[config.mk]
export PLATFORM = sky130hd
export DESIGN_NAME = vga_sync_receiver
export DESIGN_NICKNAME = d
export VERILOG_FILES = /design/src/rtl/vga_sync_receiver.sv
export SDC_FILE = /design/constraint.sdc
export NUM_CORES = 1
export LEC_CHECK = 0
export ABC_CLOCK_PERIOD_IN_PS = 3700
export CORE_AREA = 2 2 116 118
export DETAILED_ROUTE_END_ITERATION = 6
export DIE_AREA = 0 0 118 120
export GPL_TIMING_DRIVEN = 0
export PLACE_DENSITY = 0.76
export REMOVE_ABC_BUFFERS = 1
export SYNTH_ARGS = -nofsm -noshare
export SYNTH_HDL_FRONTEND = slang
export SYNTH_SLANG_ARGS = --single-unit
[constraint.sdc]
create_clock -name CLOCK_50 -period 3.7 [get_ports CLOCK_50]
set_input_delay 0.925 -clock CLOCK_50 [delete_from_list [all_inputs] [get_ports CLOCK_50]]
set_output_delay 0.925 -clock CLOCK_50 [all_outputs]
set_load 0.05 [all_outputs]
[src/rtl/vga_sync_receiver.sv]
// VGA receive side: recovers pixel coordinates, measures line/frame totals, locks, and captures active pixels.
// Optional per-frame colour sum is built when VSR_FRAME_SUM_EN is defined.
module vga_sync_receiver #(
  parameter int unsigned H_TOTAL     = 800,
  parameter int unsigned V_TOTAL     = 525,
  parameter int unsigned H_ACT_START = 144,
  parameter int unsigned H_ACT_LEN   = 640,
  parameter int unsigned V_ACT_START = 35,
  parameter int unsigned V_ACT_LEN   = 480,
  parameter int unsigned LOCK_FRAMES = 2
) (
  input  logic        CLOCK_50,
  input  logic        reset,
  input  logic        pix_en,
  input  logic        VGA_HS,
  input  logic        VGA_VS,
  input  logic [7:0]  VGA_R,
  input  logic [7:0]  VGA_G,
  input  logic [7:0]  VGA_B,
  output logic        cap_valid,
  output logic [9:0]  cap_x,
  output logic [9:0]  cap_y,
  output logic [7:0]  cap_r,
  output logic [7:0]  cap_g,
  output logic [7:0]  cap_b,
  output logic        frame_start,
  output logic        locked,
  output logic [9:0]  h_meas,
  output logic [9:0]  v_meas,
  output logic [7:0]  err_count,
  output logic [23:0] frame_sum,
  output logic        frame_sum_valid
);

  localparam int unsigned CW = 10;
  localparam logic [1:0] ST_UNLOCK = 2'd0;
  localparam logic [1:0] ST_ACQ    = 2'd1;
  localparam logic [1:0] ST_LOCK   = 2'd2;

  localparam logic [CW-1:0] CNT_MAX   = '1;
  localparam logic [CW:0]   H_TOT_W   = 11'(H_TOTAL);
  localparam logic [CW:0]   V_TOT_W   = 11'(V_TOTAL);
  localparam logic [CW-1:0] H_BEG     = 10'(H_ACT_START);
  localparam logic [CW-1:0] V_BEG     = 10'(V_ACT_START);
  localparam logic [CW:0]   H_END     = 11'(H_ACT_START + H_ACT_LEN);
  localparam logic [CW:0]   V_END     = 11'(V_ACT_START + V_ACT_LEN);
  localparam logic [3:0]    LOCK_N    = 4'(LOCK_FRAMES);

  logic [1:0]    state_q, state_d;
  logic [CW-1:0] h_cnt_q, h_cnt_d, v_cnt_q, v_cnt_d;
  logic [CW-1:0] h_meas_q, h_meas_d, v_meas_q, v_meas_d;
  logic [CW-1:0] cap_x_q, cap_x_d, cap_y_q, cap_y_d;
  logic [7:0]    cap_r_q, cap_r_d, cap_g_q, cap_g_d, cap_b_q, cap_b_d;
  logic [7:0]    err_q, err_d;
  logic [3:0]    good_q, good_d;
  logic          prev_hs_q, prev_hs_d, prev_vs_q, prev_vs_d;
  logic          line_bad_q, line_bad_d, locked_q, locked_d;
  logic          cap_valid_q, cap_valid_d, frame_start_q, frame_start_d;

  logic          hs_fall, vs_fall, h_bad, frame_good, timeout, err_inc;
  logic [CW:0]   h_inc, v_inc;

  assign hs_fall = prev_hs_q & ~VGA_HS;
  assign vs_fall = prev_vs_q & ~VGA_VS;
  assign h_inc   = {1'b0, h_cnt_q} + 11'd1;
  assign v_inc   = {1'b0, v_cnt_q} + 11'd1;

  // Next-state: counters, measurement, lock FSM and capture, all gated by the pixel strobe
  always_comb begin
    state_d       = state_q;
    h_cnt_d       = h_cnt_q;
    v_cnt_d       = v_cnt_q;
    h_meas_d      = h_meas_q;
    v_meas_d      = v_meas_q;
    cap_x_d       = cap_x_q;
    cap_y_d       = cap_y_q;
    cap_r_d       = cap_r_q;
    cap_g_d       = cap_g_q;
    cap_b_d       = cap_b_q;
    err_d         = err_q;
    good_d        = good_q;
    prev_hs_d     = prev_hs_q;
    prev_vs_d     = prev_vs_q;
    line_bad_d    = line_bad_q;
    locked_d      = locked_q;
    cap_valid_d   = 1'b0;
    frame_start_d = 1'b0;
    h_bad         = 1'b0;
    frame_good    = 1'b0;
    timeout       = 1'b0;
    err_inc       = 1'b0;

    if (pix_en) begin
      prev_hs_d  = VGA_HS;
      prev_vs_d  = VGA_VS;
      h_bad      = hs_fall && (h_inc != H_TOT_W);
      frame_good = vs_fall && (v_inc == V_TOT_W) && !line_bad_q && !h_bad;

      if (hs_fall) begin
        h_meas_d = h_inc[CW-1:0];
        h_cnt_d  = '0;
        if (v_cnt_q != CNT_MAX) v_cnt_d = v_inc[CW-1:0];
      end else if (h_cnt_q != CNT_MAX) begin
        h_cnt_d = h_inc[CW-1:0];
      end

      // VS clears after the line check so the closing line still counts against the frame
      if (vs_fall) begin
        v_meas_d   = v_inc[CW-1:0];
        v_cnt_d    = '0;
        line_bad_d = 1'b0;
      end else begin
        line_bad_d = line_bad_q | h_bad;
      end

      timeout = !hs_fall && (h_cnt_d == CNT_MAX);

      case (state_q)
        ST_UNLOCK: begin
          if (vs_fall) begin
            state_d = ST_ACQ;
            good_d  = '0;
          end
        end
        ST_ACQ: begin
          if (vs_fall) begin
            if (frame_good) begin
              good_d = 4'(good_q + 4'd1);
              if (4'(good_q + 4'd1) >= LOCK_N) begin
                state_d  = ST_LOCK;
                locked_d = 1'b1;
              end
            end else begin
              good_d = '0;
            end
          end
        end
        ST_LOCK: begin
          if (h_bad || (vs_fall && !frame_good)) begin
            state_d  = ST_ACQ;
            locked_d = 1'b0;
            good_d   = '0;
            err_inc  = 1'b1;
          end
        end
        default: state_d = ST_UNLOCK;
      endcase

      if (timeout) begin
        state_d  = ST_UNLOCK;
        locked_d = 1'b0;
        good_d   = '0;
        err_inc  = (state_q == ST_LOCK);
      end

      if (err_inc && (err_q != 8'hFF)) err_d = 8'(err_q + 8'd1);

      if ((state_q == ST_LOCK) &&
          (h_cnt_d >= H_BEG) && ({1'b0, h_cnt_d} < H_END) &&
          (v_cnt_d >= V_BEG) && ({1'b0, v_cnt_d} < V_END)) begin
        cap_valid_d   = 1'b1;
        cap_x_d       = h_cnt_d - H_BEG;
        cap_y_d       = v_cnt_d - V_BEG;
        cap_r_d       = VGA_R;
        cap_g_d       = VGA_G;
        cap_b_d       = VGA_B;
        frame_start_d = (h_cnt_d == H_BEG) && (v_cnt_d == V_BEG);
      end
    end
  end

  always_ff @(posedge CLOCK_50) begin
    if (reset) begin
      state_q       <= ST_UNLOCK;
      h_cnt_q       <= '0;
      v_cnt_q       <= '0;
      h_meas_q      <= '0;
      v_meas_q      <= '0;
      cap_x_q       <= '0;
      cap_y_q       <= '0;
      cap_r_q       <= '0;
      cap_g_q       <= '0;
      cap_b_q       <= '0;
      err_q         <= '0;
      good_q        <= '0;
      prev_hs_q     <= 1'b1;
      prev_vs_q     <= 1'b1;
      line_bad_q    <= 1'b0;
      locked_q      <= 1'b0;
      cap_valid_q   <= 1'b0;
      frame_start_q <= 1'b0;
    end else begin
      state_q       <= state_d;
      h_cnt_q       <= h_cnt_d;
      v_cnt_q       <= v_cnt_d;
      h_meas_q      <= h_meas_d;
      v_meas_q      <= v_meas_d;
      cap_x_q       <= cap_x_d;
      cap_y_q       <= cap_y_d;
      cap_r_q       <= cap_r_d;
      cap_g_q       <= cap_g_d;
      cap_b_q       <= cap_b_d;
      err_q         <= err_d;
      good_q        <= good_d;
      prev_hs_q     <= prev_hs_d;
      prev_vs_q     <= prev_vs_d;
      line_bad_q    <= line_bad_d;
      locked_q      <= locked_d;
      cap_valid_q   <= cap_valid_d;
      frame_start_q <= frame_start_d;
    end
  end

  assign cap_valid   = cap_valid_q;
  assign cap_x       = cap_x_q;
  assign cap_y       = cap_y_q;
  assign cap_r       = cap_r_q;
  assign cap_g       = cap_g_q;
  assign cap_b       = cap_b_q;
  assign frame_start = frame_start_q;
  assign locked      = locked_q;
  assign h_meas      = h_meas_q;
  assign v_meas      = v_meas_q;
  assign err_count   = err_q;

`ifdef VSR_FRAME_SUM_EN
  logic [23:0] acc_q, acc_d, fsum_q, fsum_d;
  logic        fsv_q, fsv_d;
  logic [23:0] pix_sum;

  assign pix_sum = 24'(VGA_R) + 24'(VGA_G) + 24'(VGA_B);

  // A pixel captured on the latching strobe belongs to the new frame
  always_comb begin
    acc_d  = acc_q;
    fsum_d = fsum_q;
    fsv_d  = 1'b0;
    if (cap_valid_d) acc_d = acc_q + pix_sum;
    if (pix_en && vs_fall && (state_q == ST_LOCK)) begin
      fsum_d = acc_q;
      fsv_d  = 1'b1;
      acc_d  = cap_valid_d ? pix_sum : 24'd0;
    end
  end

  always_ff @(posedge CLOCK_50) begin
    if (reset) begin
      acc_q  <= '0;
      fsum_q <= '0;
      fsv_q  <= 1'b0;
    end else begin
      acc_q  <= acc_d;
      fsum_q <= fsum_d;
      fsv_q  <= fsv_d;
    end
  end

  assign frame_sum       = fsum_q;
  assign frame_sum_valid = fsv_q;
`else
  assign frame_sum       = '0;
  assign frame_sum_valid = 1'b0;
`endif

endmodule

# == Word level (Yosys, flattened, before mapping) ==
# Cells that the tools add are included.
# Widths: inputs -> output; s select.
# word_totals
register_bits,104
in_bits,29
out_inout_bits,100
word_cells,112
# classes
add_sub_neg,6
n_lt_le_gt_ge,5
eq_ne,15
n_mux,32
bitwise_logic,7
reduce_logical,29
# ops
op,count
$mux 10,7
$add 10x1->11 const B,2
$lt 10x10->1 const B,2
$mux 4,5
$ne 10x10->1 const B,2
$ne 3x3->1 const B,5
$logic_and 1x1->1,12
$mux 2,6
$pmux 4 s3,1
$reduce_and 6->1,2
$eq 11x10->1 const B,1
$mux 1,11
$ne 11x10->1 const B,1
$eq 10x10->1 const B,1
$eq 10x6->1 const B,1
$eq 10x8->1 const B,1
$ge 10x6->1 const B,1
$ge 10x8->1 const B,1
$sub 10x6->10 const B,1
$sub 10x8->10 const B,1
$add 8x1->8 const B,1
$ne 8x8->1 const B,1
$reduce_and 2->1,4
$pmux 2 s3,1
other kinds (16),23

# == Logic depth before layout (Yosys ltp) ==
# depth
depth_word,14
ltp_mapped,16
mapped_depth_nobuf,13

# == Least setup slack after synthesis ==
# Ideal clock, no wire load.
# synth_timing
kind,input port to flip-flop
startpoint,in VGA_HS
endpoint,"reg cap_y_q[9], in the netlist cap_y[9]"
setup_time_ns,0.086
t_arrival_ns,3.463
required_time_ns,3.614
path_slack_ns,0.152
stages,14
path_cell_list,nand2b_1 clkbuf_1 a31oi_1 nor2_1 a21oi_1 nor2_1 ha_1 buf_1 nand3b_1 a21oi_1 o32a_2 nor2_2 buf_4 a211oi_1
# synth_between
elab_chain_cells,10
# synth_lines
element,line_no,source
from (decl),15,"input logic VGA_HS,"
$not 1->1 *,63,assign hs_fall = prev_hs_q & ~VGA_HS;
$and 1x1->1 *,63,
$mux 10,99,if (hs_fall) begin
$mux 10,93,if (pix_en) begin
$ge 10x8->1,159,"(h_cnt_d >= H_BEG) && ({1'b0, h_cnt_d} < H_END) &&"
$logic_and 1x1->1,158,if ((state_q == ST_LOCK) &&
$logic_and 1x1->1 (2 in a row),159,
$logic_and 1x1->1,160,"(v_cnt_d >= V_BEG) && ({1'b0, v_cnt_d} < V_END)) begin"
$reduce_and 2->1 (no line),n/a,
to (signal assigned),199,cap_y_q <= cap_y_d;
to (decl),52,"logic [CW-1:0] cap_x_q, cap_x_d, cap_y_q, cap_y_d;"
# Mark *: on every way between the ends. The rest lies on a longest branch, timed or not. The select of a mux whose other input is x is not followed.
# A chain may end at the register's enable or synchronous reset.

# == Worst setup path in the final report ==
# layout_timing
startpoint,in VGA_VS
endpoint,reg good_q[2]
# layout_between
elab_chain_cells,10
# layout_lines
element,line_no,source
from (decl),16,"input logic VGA_VS,"
$not 1->1 *,64,assign vs_fall = prev_vs_q & ~VGA_VS;
$and 1x1->1 *,64,
$logic_and 1x1->1 (3 in a row),97,frame_good = vs_fall && (v_inc == V_TOT_W) && !line_bad_q && !h_bad;
$logic_not 1->1,139,if (h_bad || (vs_fall && !frame_good)) begin
$logic_and 1x1->1,139,
$logic_or 1x1->1,139,
$ne 3x3->1 (no line),n/a,
$reduce_and 5->1 (no line),n/a,
to (signal assigned),204,good_q <= good_d;
to (decl),55,"logic [3:0] good_q, good_d;"
# Marks and branches as above.

==> metrics.txt <==
post-layout worst setup margin=between 0.2 and 0.25 ns; GP Congestion=roughly 0.91; DRC Markers=0; launch point of the critical path=VGA_VS; most common cell in the synthesized netlist=dfxtp_1; dpl cells=about 940; Synth Register Bits=around 100; Die Y=about 120 microns; placed cell area=around 6700 sq um; clk buf depth=2; CTS Buf Count=9; Final Cycle Share=~94%; Hold Fails Final Rpt=0; core area=between 10,000 and 15,000 sq um; Avg WL per Cell=roughly 16 microns; Worst setup EP type=flop; RSZ-0062 raised after global routing=no; Worst EP required=3.97 ns; Most used DFF post-synth=dfxtp_1; # diodes=0; # IOs=129; r2r worst-path depth=12; CTS tree=done; GRT Util Overall=21.6%; die area=14,200 sq um; die width=approximately 120 microns; Initial DRC Count=between 400 and 500; Hold/Removal Path Class=reg -> reg; Leak Pwr=2.47 nW; first-pass GRT wire length=25,600 microns; Starting Density=between 40 and 50%; Fillers=between 1,000 and 1,500; largest area contributor in the netlist=dfxtp_1; via count=~5,600; status=complete, no violations; post-synth design cell area=roughly 5800 sq um; Seq/Total Area, Yosys=around 36%; Buffers on Ports=between 100 and 150; Post-DRT Antenna Nets=0; max-slew violation count=0; arrival time worst endpoint=around 3.8 ns; Final Power=about 2.4 mW; First-pass DRT Iterations=5; aggregate negative setup slack=0 ns; initial antenna violation count=0; type of element launching the critical path=input pin; most frequent cells after synthesis=dfxtp_1, a21oi_1, nor2_1; Worst-Margin Slew=approximately 1.3 ns; layout cell share with drive strength beyond 1=8.66%; ranking of synthesized cells by area=dfxtp_1, a21oi_1, nor2_1, nand3_1, o21ai_0; Worst Setup Path Type=in -> reg; Cell variety after synth=70; nets=between 800 and 900; Routed WL=approximately 16,000 microns; flop2flop setup slack=about 0.24 ns; Ys Warns=0; Synth top area share=35.8%; CTS Sinks=approximately 100; final core utilization=a little under three fifths; Detail Placement HPWL=~10000 microns; Rows=42; PD cells=approximately 330 nW/um^2; vias in the first global route=a little over 5,000; EDFF count, synth=0; clk root buf=clkbuf_16; Clock Latency Late Sink=about 0.35 ns; R2R Path End=good_q[2]; reg2reg start=h_cnt_q[0]; Tmin final=between 3 and 4 ns; Area growth, synth to finish=24.9%; Worst VDD drop=0.257 mV; max cap viols=0; ys async rst share=0%; Post-Layout Cell Count=973; largest net degree at the start of global routing=62; number of vias per cell=~5.8; skew final=roughly 0.010 ns; worst slack at placement=-1.72 ns; normalized max-slew margin=11.8%; syn avg cell area=between 8 and 9 sq um; post-route cell area=7260 sq um; Setup crit end=good_q[2]; CP Max Fanout=14; Reg clk slew, reported paths=approximately 0.07 ns; H-tree lvl count=3; gr ovfl total=0; hold_ws=around 0.46 ns; endpoints failing setup=0; # hold bufs at CTS=0; Max Fclk=~290 MHz; cells after synthesis=between 700 and 800
repair_timing:
item / in CTS / in global routing
cloned: 2 / 2
endpoints found under the setup margin: 81 / 69
resized for setup: 22 / 13
pin swaps: 4 / 0
setup buffers: 11 / 1
cell type report:
type / instances / area [sq um] / share of cell area (%)
tap: 176 / 220 / 3.03
inverter: 17 / 65.1 / 0.896
timing repair buffer: 117 / 1180 / 16.2
clock inverter: 4 / 30.0 / 0.413
multi-input combinational: 545 / 3450 / 47.5
clock buffer: 10 / 239 / 3.29
sequential: 104 / 2090 / 28.7
kinds of logic (layout without fill, tap and decap cells):
kind of cell             after synthesis  in the layout  share of synthesized area (%)
buffers and inverters                105            148                           9.34
AO/OA/AOI/OAI                        204            205                           22.1
XOR/XNOR                              32             32                           4.82
other                                  1             25                         0.0645
adder cells (fa/ha/maj)               14             14                           3.01
multiplexers                          15             15                           2.63
flip-flops                           104            104                           35.8
AND/OR/NAND/NOR                      251            254                           22.2
worst max-delay path, stage by stage:
cell and delay [ns]:
clkdlybuf4s50_1 0.47, nand2b_2 0.37, nor4b_2 0.39, nand3_1 0.13
a2111oi_1 0.47, nand4_1 0.32, or4_1 0.51, a21oi_1 0.16
layer usage:
layer | up-vias | track usage, % | wire [microns]
li1 | 2716 | - | -
met1 | 2656 | 28.9 | 7020
met2 | 209 | 35.8 | 7540
met3 | 28 | 3.52 | 1090
met4 | 0 | 6.85 | 306
met5 | - | 0 | 0
sequential cells by signal, summed over array words and instances (netlist names), 2 cells and up:
name       cells
cap_y         10
h_cnt_q       10
err_count      8
cap_b          8
state_q        2
v_cnt_q       10
cap_r          8
h_meas        10
cap_x         10
v_meas        10
good_q         4
cap_g          8
power by group:
group | total, mW | switching (mW) | internal (mW)
clock | 0.891 | 0.422 | 0.470
sequential | 1.16 | 0.0187 | 1.14
combinational | 0.353 | 0.242 | 0.112
layout by cell type, fill, tap and decap left out, types with 5 or more instances in the layout:
cell type / instances
a211oi_1: 28
a21oi_1: 69
a31oi_1: 8
and3_1: 7
and4_1: 5
buf_4: 13
clkbuf_16: 9
clkdlybuf4s50_1: 100
conb_1: 25
dfxtp_1: 101
ha_1: 11
inv_1: 16
mux2i_1: 13
nand2_1: 36
nand3_1: 47
nand4_1: 21
nor2_1: 66
nor3_1: 12
nor4_1: 7
o21ai_0: 45
o21ai_1: 9
or3_1: 12
xnor2_1: 16
xor2_1: 16
worst min-delay path by stage:
stage / startpoint / end / depth (start not counted)
final: h_meas[1] / h_meas[1] / 2
after global routing: h_meas[1] / h_meas[1] / 2
after CTS: h_meas[1] / h_meas[1] / 2
after detailed placement: h_meas[1] / h_meas[1] / 2
after global placement: h_meas[1] / h_meas[1] / 2
after floorplan: good_q[1] / good_q[1] / 2
(Power assumes the default switching activity.)
